### src/rtl/motion_ramp_scheduler.sv
`default_nettype none
// +----------------------------------------------------------------------------+
// | motion_ramp_scheduler: one-LSB-per-period amp/freq ramp with ESTOP         |
// | Rev 1.0                                                                    |
// +----------------------------------------------------------------------------+
module motion_ramp_scheduler #(
  parameter int STEP_TICKS = 4,
  parameter int W          = 3
) (
  input  logic         clk,
  input  logic         rst_n,
  input  logic         slow,
  input  logic [W-1:0] tgt_amp,
  input  logic [W-1:0] tgt_freq,
  input  logic         tgt_valid,
  input  logic         error_in,
  input  logic         cycle_end,
  output logic [W-1:0] out_amp,
  output logic [W-1:0] out_freq,
  output logic         at_target,
  output logic         busy,
  output logic         stop_done
);

  localparam logic [0:0] ST_RUN   = 1'b0;
  localparam logic [0:0] ST_ESTOP = 1'b1;
  localparam logic [7:0] c_step_ticks = 8'(STEP_TICKS);

  logic [0:0]   r_state;
  logic [0:0]   w_state_nxt;
  logic [W-1:0] r_tgt_amp;
  logic [W-1:0] r_tgt_freq;
  logic [7:0]   r_cnt;
  logic         r_pending;

  logic         w_on_target;
  logic         w_step_en;
  logic         w_exit;
  logic [7:0]   w_cnt_inc;

  assign w_on_target = (out_amp == r_tgt_amp) && (out_freq == r_tgt_freq);
  assign w_step_en   = (r_state == ST_RUN) && !error_in && r_pending && cycle_end && !w_on_target;
  assign w_exit      = (r_state == ST_ESTOP) && !error_in && tgt_valid;
  assign w_cnt_inc   = r_cnt + 8'd1;

  always_ff @(posedge clk or negedge rst_n) begin
    if (!rst_n) r_state <= ST_RUN;
    else        r_state <= w_state_nxt;
  end

  always_comb begin
    w_state_nxt = r_state;
    case (r_state)
      ST_RUN:   if (error_in) w_state_nxt = ST_ESTOP;
      ST_ESTOP: if (w_exit)   w_state_nxt = ST_RUN;
      default:  w_state_nxt = ST_RUN;
    endcase
  end

  always_comb begin
    at_target = (r_state == ST_RUN) && w_on_target;
    busy      = !at_target;
  end

  always_ff @(posedge clk or negedge rst_n) begin
    if (!rst_n) begin
      out_amp    <= '0;
      out_freq   <= '0;
      r_tgt_amp  <= '0;
      r_tgt_freq <= '0;
      r_cnt      <= '0;
      r_pending  <= 1'b0;
      stop_done  <= 1'b0;
    end else if (r_state == ST_RUN) begin
      if (error_in) begin
        r_cnt     <= '0;
        r_pending <= 1'b0;
      end else begin
        if (tgt_valid) begin
          r_tgt_amp  <= tgt_amp;
          r_tgt_freq <= tgt_freq;
        end
        // Each step moves strictly toward the old target, so it can never wrap.
        if (w_step_en) begin
          r_pending <= 1'b0;
          if (out_amp > r_tgt_amp)
            out_amp <= out_amp - 1'b1;
          else if (out_freq > r_tgt_freq)
            out_freq <= out_freq - 1'b1;
          else if (out_freq < r_tgt_freq)
            out_freq <= out_freq + 1'b1;
          else
            out_amp <= out_amp + 1'b1;
        end else if (!r_pending && slow) begin
          if (w_cnt_inc == c_step_ticks) begin
            r_pending <= 1'b1;
            r_cnt     <= '0;
          end else begin
            r_cnt <= w_cnt_inc;
          end
        end
      end
    end else begin
      if (w_exit) begin
        r_tgt_amp  <= tgt_amp;
        r_tgt_freq <= tgt_freq;
        stop_done  <= 1'b0;
        r_cnt      <= '0;
        r_pending  <= 1'b0;
      end else if (cycle_end) begin
        if (out_amp != '0) begin
          out_amp <= out_amp - 1'b1;
        end else begin
          out_freq  <= '0;
          stop_done <= 1'b1;
        end
      end
    end
  end

endmodule
`default_nettype wire

### config.mk
export PLATFORM = sky130hd
export DESIGN_NAME = motion_ramp_scheduler
export DESIGN_NICKNAME = d
export VERILOG_FILES = /design/src/rtl/motion_ramp_scheduler.sv
export SDC_FILE = /design/constraint.sdc
export NUM_CORES = 1
export LEC_CHECK = 0
export ABC_AREA = 1
export ABC_CLOCK_PERIOD_IN_PS = 2700
export BUFFER_PORTS_ARGS = -buffer_cell sky130_fd_sc_hd__buf_2
export CAP_MARGIN = 10
export CORE_ASPECT_RATIO = 1.2
export CORE_MARGIN = 1
export CORE_UTILIZATION = 56
export DETAILED_ROUTE_END_ITERATION = 8
export PLACE_DENSITY = 0.89
export SETUP_SLACK_MARGIN = 0.2
export SLEW_MARGIN = 20
export SYNTH_ARGS = -nofsm -noshare
export SYNTH_HDL_FRONTEND = slang
export SYNTH_SLANG_ARGS = --single-unit
### constraint.sdc
create_clock -name clk -period 2.7 [get_ports clk]
set_input_delay 0.54 -clock clk [delete_from_list [all_inputs] [get_ports clk]]
set_output_delay 0.54 -clock clk [all_outputs]
set_load 0.005 [all_outputs]
After elaboration in Yosys (flattened, before gate mapping)
Index checks and enable logic that the tools add are counted.
{"block": "word_totals", "reg_bits": 23, "input_bits": 12, "elab_cells": 102}
{"block": "op_classes", "mux": 44, "n_bitwise": 1, "n_reduce_logical": 27, "magnitude_cmp": 3, "n_addsub": 5, "n_eq_ne": 14}
{"operator": "3-bit 2-to-1 mux", "n": 26}
{"operator": "8-bit 2-to-1 mux", "n": 6}
{"operator": "7-bit AND reduction", "n": 2}
{"operator": "3-bit AND reduction", "n": 4}
{"operator": "1-bit 2-to-1 mux", "n": 11}
{"operator": "2-bit inequality test (second input constant)", "n": 5}
{"operator": "1-bit logical AND", "n": 9}
{"operator": "3-bit inequality test (second input constant)", "n": 3}
{"operator": "3-bit nonzero test", "n": 3}
{"operator": "8-bit by 1-bit adder with 8-bit output (second input constant)", "n": 1}
{"operator": "8-bit by 3-bit == test with 1-bit output (second input constant)", "n": 1}
{"operator": "4-bit nonzero test", "n": 2}
{"operator": "3-bit by 1-bit adder with 3-bit output (second input constant)", "n": 2}
{"operator": "3-bit == test", "n": 2}
{"operator": "3-bit greater-than comparator", "n": 2}
{"operator": "2-bit by 1-bit inequality test with 1-bit output (second input constant)", "n": 3}
{"operator": "2-bit nonzero test", "n": 3}
{"operator": "3-bit by 1-bit subtractor with 3-bit output (second input constant)", "n": 2}
{"operator": "1-bit logical NOT", "n": 4}
{"operator": "3-bit less-than comparator", "n": 1}
{"operator": "1-bit one-hot mux with 2 select lines", "n": 1}
{"operator": "1-bit NOT", "n": 1}

Logic depth before layout (Yosys ltp)
Gate-level depths: netlist (run 1).
{"block": "logic_depth", "word_depth": 8, "ltp_mapped": 13, "mapped_depth_nobuf": 13}

Worst setup path after synthesis (run 1)
No wires, ideal clock.
{"block": "synth_path", "path_kind": "register -> register", "startpoint": "register out_freq[2]", "endpoint": "register out_freq[2]", "slack_ns": 0.671, "path_stages_with_launch": 12, "setup_time_ns": 0.123, "required_ns": 2.577, "arrival_ns": 1.906, "cell_sequence": "dfrtp_1 -> ha_1 -> a21oi_1 -> nand2_1 -> nand2_1 -> inv_1 -> fa_1 -> xnor2_1 -> a21boi_0 -> nor2_1 -> nand2_1 -> nand2_1"}
{"block": "synth_between", "elab_chain_len": 7, "elab_cells_between_ends": 17, "classes_between": "2 x add/sub; 2 x order compare; 1 x eq/ne; 6 x mux; 6 x reduce/logical"}
{"item": "start: declaration", "line": "19", "source": "output logic [W-1:0] out_freq,"}
{"item": "start signal: assignment", "line": "89", "source": "out_freq <= out_freq - 1'b1;"}
{"item": "start signal: assignment", "line": "91", "source": "out_freq <= out_freq + 1'b1;"}
{"item": "3-bit by 1-bit adder with 3-bit output", "line": "91"}
{"item": "3-bit 2-to-1 mux", "line": "90", "source": "else if (out_freq < r_tgt_freq)"}
{"item": "3-bit 2-to-1 mux", "line": "88", "source": "else if (out_freq > r_tgt_freq)"}
{"item": "3-bit 2-to-1 mux", "line": "86", "source": "if (out_amp > r_tgt_amp)"}
{"item": "3-bit 2-to-1 mux", "line": "84", "source": "if (w_step_en) begin"}
{"item": "3-bit 2-to-1 mux", "line": "75", "source": "if (error_in) begin"}
{"item": "3-bit 2-to-1 mux", "line": "74", "source": "end else if (r_state == ST_RUN) begin"}
Parallel ways exist; a longest one is shown, timed or not. The select of a mux whose other input is x is not followed.
A chain may end at the register's enable or synchronous reset.

Final worst setup path (run 1)
{"block": "layout_path", "startpoint": "register out_amp[2]", "endpoint": "output busy"}
{"block": "layout_between", "elab_chain_len": 4}
{"item": "start: declaration", "line": "18", "source": "output logic [W-1:0] out_amp,"}
{"item": "start signal: assignment", "line": "87", "source": "out_amp <= out_amp - 1'b1;"}
{"item": "start signal: assignment", "line": "93", "source": "out_amp <= out_amp + 1'b1;"}
{"item": "start signal: assignment", "line": "112", "source": "out_amp <= out_amp - 1'b1;"}
{"item": "3-bit == test", "line": "41", "source": "assign w_on_target = (out_amp == r_tgt_amp) && (out_freq == r_tgt_freq);"}
{"item": "1-bit logical AND", "line": "41"}
{"item": "1-bit logical AND", "line": "61", "source": "at_target = (r_state == ST_RUN) && w_on_target;"}
{"item": "1-bit logical NOT", "line": "62", "source": "busy = !at_target;"}
{"item": "end: declaration", "line": "21", "source": "output logic busy,"}
No other way between the ends.

==> results of run 1 <==
through the flow:
stage,hold WS (ns),area [sq um],util (%),total power (W)
final,0.178,1650,65.2,0.00110
after global routing,0.214,1650,65.2,0.00121
after CTS,0.197,1650,65.2,0.00111
after detailed placement,0.504,1620,64.2,0.000958
after global placement,0.494,1620,64.2,0.000924
after floorplan,0.244,1500,-,0.000814
worst paths after layout:
check	endpoint	slack [ns]	cells after the start	from
setup / recovery	busy	0.47	7	out_amp[2]$_DFFE_PN0P_
hold / removal	out_amp[2]$_DFFE_PN0P_	0.18	1	rst_n
setup reg to reg	out_freq[2]$_DFFE_PN0P_	0.51	11	out_freq[2]$_DFFE_PN0P_
hold reg to reg	r_tgt_amp[0]$_DFFE_PN0P_	0.53	1	r_tgt_amp[0]$_DFFE_PN0P_
max in group asynchronous	r_tgt_amp[0]$_DFFE_PN0P_	2.18	1	rst_n
min in group clk	r_tgt_freq[0]$_DFFE_PN0P_	0.45	2	tgt_freq[0]
cell usage after synthesis (2+ instances only):
master    number
mux2_2         2
o21ai_0        8
nor2_2         4
nand3b_1       2
xnor2_1        2
inv_2          4
nand2_1       61
nand3_1        9
a21oi_1        6
ha_1          10
nand4_1        2
xor2_1         4
a21boi_0       2
nor2_1        18
o21ai_1        2
nand2_2        4
dfrtp_1       23
inv_1         24
sequential cells by signal (all words and copies together), names as in the netlist:
| name | cells |
|---|---|
| out_freq | 3 |
| stop_done | 1 |
| r_pending | 1 |
| r_tgt_freq | 3 |
| out_amp | 3 |
| r_cnt | 8 |
| r_tgt_amp | 3 |
| r_state | 1 |
layer usage:
metal	up-vias	GRT usage (%)	part of all wire, %
met1	590	24.1	43
met4	0	9.66	1.6
met2	16	46.2	53
met3	6	3.62	2.3
li1	673	-	-
met5	-	0	0
cell families after synthesis:
kind of cell,share of synthesized area [%]
compound gates,8.94
simple gates,29.8
buf+inv,8.10
flops,38.4
xor+xnor,3.51
fa+ha+maj,9.69
mux,1.50
layout make-up:
| class | instances | area (sq um) |
|---|---|---|
| tap | 33 | 41.3 |
| fill | 228 | 878 |
| clock buffer | 4 | 26.3 |
| sequential | 23 | 576 |
| multi-input combinational | 145 | 801 |
| inverter | 28 | 105 |
| timing repair buffer | 20 | 100 |
worst max-delay path, delay by kind of cell, from the launching register on:
kind | cells | cell delay [ns]
adders and majority gates | 1 | 0.35
DFF | 1 | 0.48
and+or+nand+nor | 3 | 0.31
buffers and inverters | 3 | 0.25
power by group:
group	switching, W	internal, W	leakage, nW
Sequential	0.0000670	0.000402	0.293
Combinational	0.000279	0.000197	0.588
Clock	0.0000995	0.0000577	0.0150
Total	0.000445	0.000657	0.896
layout by cell type, fill, tap and decap left out:
master     n
nand2_2    4
nor3_2     1
a22o_1     1
nand4_1    2
nand2_1   61
nand3_2    1
nor2_2     4
a21oi_2    1
o21ai_2    1
ha_1      10
inv_2      4
fa_1       1
nand3_1    9
dfrtp_1   23
o22ai_1    1
a21boi_0   2
xnor2_1    2
nand3b_1   2
mux2_2     2
o21ai_1    2
o21ai_0    8
buf_2     20
inv_1     24
nor3b_1    1
a31oi_1    1
clkbuf_1   1
clkbuf_4   3
nor2_1    18
a21oi_1    6
xor2_1     4
==> results.md, run 1 <==
- WL per Instance: 11.1 microns
- Quantity of I/O buffers inserted on ports: 20
- Cell Count, Final, Fillers Out: 253
- RePlAce Congestion: 0.825
- Gate count of the mapped netlist: 198
- Hold Path Class: in2async
- Pins Over Slew Limit: 0
- Ant. Diodes: 0
- Syn Nets: 221
- Final Skew: 0.00568 ns
- Clock buffer count from CTS: 3
- Final WS setup: 0.468 ns
- First-pass GRT wire length: 5.13 mm
- Total setup buffers inserted after CTS: 0
- Async set-or-reset flop fraction in the synthesized netlist: 100%
- Initial Util: 59.3%
- Area Growth Syn to Fin: 10.1%
- Die width: 49.2 microns
- Antenna viol nets, final: 0
- Yosys warns: 0
- Pleak: 0.896 nW
- Flops & latches, synth: 23
- Routed via count: 1285
- Setup-violating endpoint count in the final report: 0
- Clk_lat worst skew: 0.31 ns
- Maxcap violations: 0
- Setup TNS: 0 ns
- Dpl cells: 249
- Leading post-synthesis cells by cell area: dfrtp_1, nand2_1, ha_1, inv_1, nor2_1
- Worst-path clk slew: 0.12 ns
- Worst vdd ir: 472 uV
- Endpoints failing hold: 0
- PwrDens: 668 nW/um^2
- RSZ-0062 raised after global routing: no
- Top FF cell, synth: dfrtp_1
- CP Data Required Time: 2.16 ns
- Dpl hpwl: 2.26 mm
- Number of synthesized flops with an enable pin: 0
- Crit path kind: reg2out
- Nets: 244
- Crit-path max cell delay: 0.48 ns
- Vias in the first global route: 1299
- Crit end category: primary output
- Pre-CTS setup slack: 0.514 ns
- Max-Slew Margin vs Limit: 66.4%
- DRC Markers: 0
- Die footprint: 2890 sq um
- Root Driver: clkbuf_4
- Clock Sink Count: 23
- Total grt overflow: 0
- Share of layout cells above drive strength 1: 18.6%
- Max FO, Critical Path: 6
- Status: finished clean
- Cell mode on critical path: inv_1
- Iteration-0 DRC Markers: 17
- Register area share after synthesis: 38.4%
- Vias/cell: 5.08
- DRT Pass-1 Iters: 4
- Final period utilization: 82.7%
- Initial antenna violation count: 0
- Slowest CP cell: dfrtp_1
- Crit-path cells: ha_1 > nand3_1 > inv_1 > nand2_1 > nor2_1 > inv_1 > buf_2
- CP startpoint kind: flip-flop
- Resized cells post-CTS: 0
- Synth top area share: 38.4%
- CTS tree: yes
- Yosys cell types: 29
- Total Wirelength: 2.81 mm
- Row count: 20
- # H-tree levels: 1
- Slew at the pin closest to its max-slew limit: 0.504 ns
- Post-CTS Hold Buffers: 0
- Pin count of the biggest net entering global routing: 24
- I/O Pins: 21
- Shortest period the worst path allows: 2.23 ns
- Total GRT Usage: 23.3%
- Avg Cell Area, Syn: 7.56 sq um
- Mapped cell area: 1500 sq um
- CTS Buffer Depth: 2
- Achievable clock frequency: 448 MHz
- Critical path arrival: 1.69 ns
- Core area: 2530 sq um
- Die Y: 58.7 microns
- Dominant cell type by area after synthesis: dfrtp_1
No activity file was read; power rests on OpenSTA's default activity.
==> run 2: changes to the inputs <==
--- a/config.mk
+++ b/config.mk
@@ -5,15 +5,15 @@
 export SDC_FILE = /design/constraint.sdc
 export NUM_CORES = 1
 export LEC_CHECK = 0
-export ABC_AREA = 1
-export ABC_CLOCK_PERIOD_IN_PS = 2700
+export ABC_AREA = 0
+export ABC_CLOCK_PERIOD_IN_PS = 1800
 export BUFFER_PORTS_ARGS = -buffer_cell sky130_fd_sc_hd__buf_2
 export CAP_MARGIN = 10
 export CORE_ASPECT_RATIO = 1.2
 export CORE_MARGIN = 1
-export CORE_UTILIZATION = 56
+export CORE_UTILIZATION = 50
 export DETAILED_ROUTE_END_ITERATION = 8
-export PLACE_DENSITY = 0.89
+export PLACE_DENSITY = 0.85
 export SETUP_SLACK_MARGIN = 0.2
 export SLEW_MARGIN = 20
 export SYNTH_ARGS = -nofsm -noshare
==> constraint.sdc (replaced) <==
create_clock -name clk -period 1.8 [get_ports clk]
set_input_delay 0.36 -clock clk [delete_from_list [all_inputs] [get_ports clk]]
set_output_delay 0.36 -clock clk [all_outputs]
set_load 0.005 [all_outputs]
==> results.md, run 2 <==
- Worst vdd ir: 983 uV
- Synth top area share: 40.2%
- RSZ-0062 raised after global routing: yes
- Max FO, Critical Path: 2
- Async set-or-reset flop fraction in the synthesized netlist: 100%
- Mapped cell area: 1430 sq um
- Yosys warns: 0
- Ant. Diodes: 0
- Die footprint: 3080 sq um
- Final period utilization: 118%
- Shortest period the worst path allows: 2.13 ns
- Critical path arrival: 1.77 ns
- Iteration-0 DRC Markers: 39
- Crit end category: primary output
- Pwr Total: 0.00287 W
- Pleak: 0.964 nW
- Nets: 237
- Maxcap violations: 0
- Most common cell after layout, fill and taps aside: buf_4
- Core area: 2630 sq um
- Cell Count, Final, Fillers Out: 246
- CTS tree: yes
- Vias/cell: 5.91
- DRT Pass-1 Iters: 4
- Most instantiated cells after synthesis: dfrtp_1, o21ai_0, nand2_1
- Gate count of the mapped netlist: 154
- Setup-violating endpoint count in the final report: 8
- Register area share after synthesis: 40.2%
- Total Wirelength: 4.17 mm
- Crit path kind: reg2out
- Root Driver: clkbuf_4
- Dpl cells: 226
- Top-count cell post-synth: dfrtp_1
- Die Y: 60.6 microns
- Endpoints failing hold: 22
- Failing checks: hold timing, setup timing
- Total grt overflow: 0
- Dominant cell type by area after synthesis: dfrtp_1
- CP startpoint kind: flip-flop
- # H-tree levels: 1
- Path depth of the worst reg2reg path: 8
- Antenna viol nets, final: 0
- Max reg flops: 8
- CP Data Required Time: 1.44 ns
- Total GRT Usage: 29.0%
- Share of layout cells above drive strength 1: 50.2%
- RePlAce Congestion: 0.806
- Initial antenna violation count: 0
- Final WS setup: -0.327 ns
- DRC Markers: 0
- Pins Over Slew Limit: 0
- Number of synthesized flops with an enable pin: 0
- CTS Buffer Depth: 2
- I/O Pins: 21
- Largest Register: r_cnt
- Post-CTS Hold Buffers: 0
- Syn Nets: 177
- Dpl hpwl: 2.60 mm
- Core Util, Final: 83.5%
- Flops & latches, synth: 23
- Die width: 50.8 microns
- Initial Util: 54.4%
- WHS: -0.0115 ns
- First-pass GRT wire length: 6.58 mm
- Achievable clock frequency: 470 MHz
- Clk_lat worst skew: 0.32 ns
- Routed via count: 1453
- Row count: 20
- Worst-path clk slew: 0.13 ns
- Max-Slew Margin vs Limit: 64.9%
- Pin count of the biggest net entering global routing: 24
- PwrDens: 1310 nW/um^2
- Vias in the first global route: 1441
- Clock Sink Count: 23
- R2R Path Start: out_freq[2]$_DFFE_PN0P_
- WL per Instance: 16.9 microns
- Slew at the pin closest to its max-slew limit: 0.527 ns
- Clock buffer count from CTS: 3
- Design area: 2190 sq um
- Area after DPL: 1860 sq um
- Area Growth Syn to Fin: 53.5%
- Quantity of I/O buffers inserted on ports: 20
- Status: finished with violations
- Avg Cell Area, Syn: 9.29 sq um
- Hold Path Class: in2async
- Leading cell types in the layout, fill and taps excluded: buf_4, dfrtp_1, buf_2, o21ai_0, nand2_1
- Final Skew: 0.00742 ns
- Yosys cell types: 43
- Critical Path Source: out_amp[2]$_DFFE_PN0P_
- Leading post-synthesis cells by cell area: dfrtp_1, ha_1, o21ai_0, nand2_1, inv_1
- Top FF cell, synth: dfrtp_1
==> run 2: repair_timing <==
action / 4_1_cts / 5_1_grt
setup buffers: 12 / 3
gates cloned: 0 / 1
gates resized for setup: 24 / 23
setup endpoints to repair: 11 / 17
pin swaps: 22 / 11
==> run 2: layout make-up <==
type / count / area [sq um]
clock buffers: 4 / 26.3
multi-input cells: 117 / 1070
well taps: 33 / 41.3
flip-flops and latches: 23 / 578
repair buffers: 59 / 438
inverters: 10 / 37.5
fillers: 148 / 433
==> run 2: worst max-delay path: stages, from the launching register on <==
cell and delay, ns:
dfrtp_1 0.45, ha_4 0.30, nand3_4 0.08, buf_6 0.12, or3_4 0.36, inv_2 0.06
buf_6 0.08
==> run 2: cells by family after synthesis <==
| group | share of synthesized area, % |
|---|---|
| flops | 40.2 |
| simple gates | 19.8 |
| compound gates | 21.1 |
| buf+inv | 4.02 |
| xor+xnor | 2.45 |
| fa+ha+maj | 10.1 |
| mux | 2.27 |
==> run 2: path summary, 6_finish.rpt <==
| kind | slack, ns | endpoint |
|---|---|---|
| worst max-delay path | -0.33 | at_target |
| worst min-delay path | -0.01 | out_freq[2]$_DFFE_PN0P_ |
| worst max register to register | -0.30 | out_freq[2]$_DFFE_PN0P_ |
| worst min register to register | 0.52 | r_cnt[7]$_DFFE_PN0P_ |
| max in group asynchronous | 1.43 | r_state$_DFF_PN0_ |
| min in group clk | 0.24 | r_tgt_freq[1]$_DFFE_PN0P_ |
==> run 2: stage by stage <==
step           TNS, ns  setup slack (ns)  hold WS (ns)
2_1_floorplan   -0.187            -0.101        0.0644
3_3_place_gp    -0.286            -0.107         0.360
3_5_place_dp    -0.468            -0.151         0.368
4_1_cts          -1.07            -0.317       0.00677
5_1_grt          -2.21            -0.371        0.0241
6_report         -1.73            -0.327       -0.0115
==> run 2: power by group <==
group	internal (W)	total [W]	switching, W
sequential	0.000619	0.000713	0.0000944
combinational	0.00102	0.00190	0.000884
clock	0.0000870	0.000254	0.000167
total	0.00172	0.00287	0.00115
==> run 2: routing by layer <==
layer	wire (microns)	up-vias	global-route usage [%]
li1	-	678	-
met2	2150	57	51.0
met1	1710	706	34.7
met5	0	-	0
met3	195	12	3.76
met4	106	0	15.5
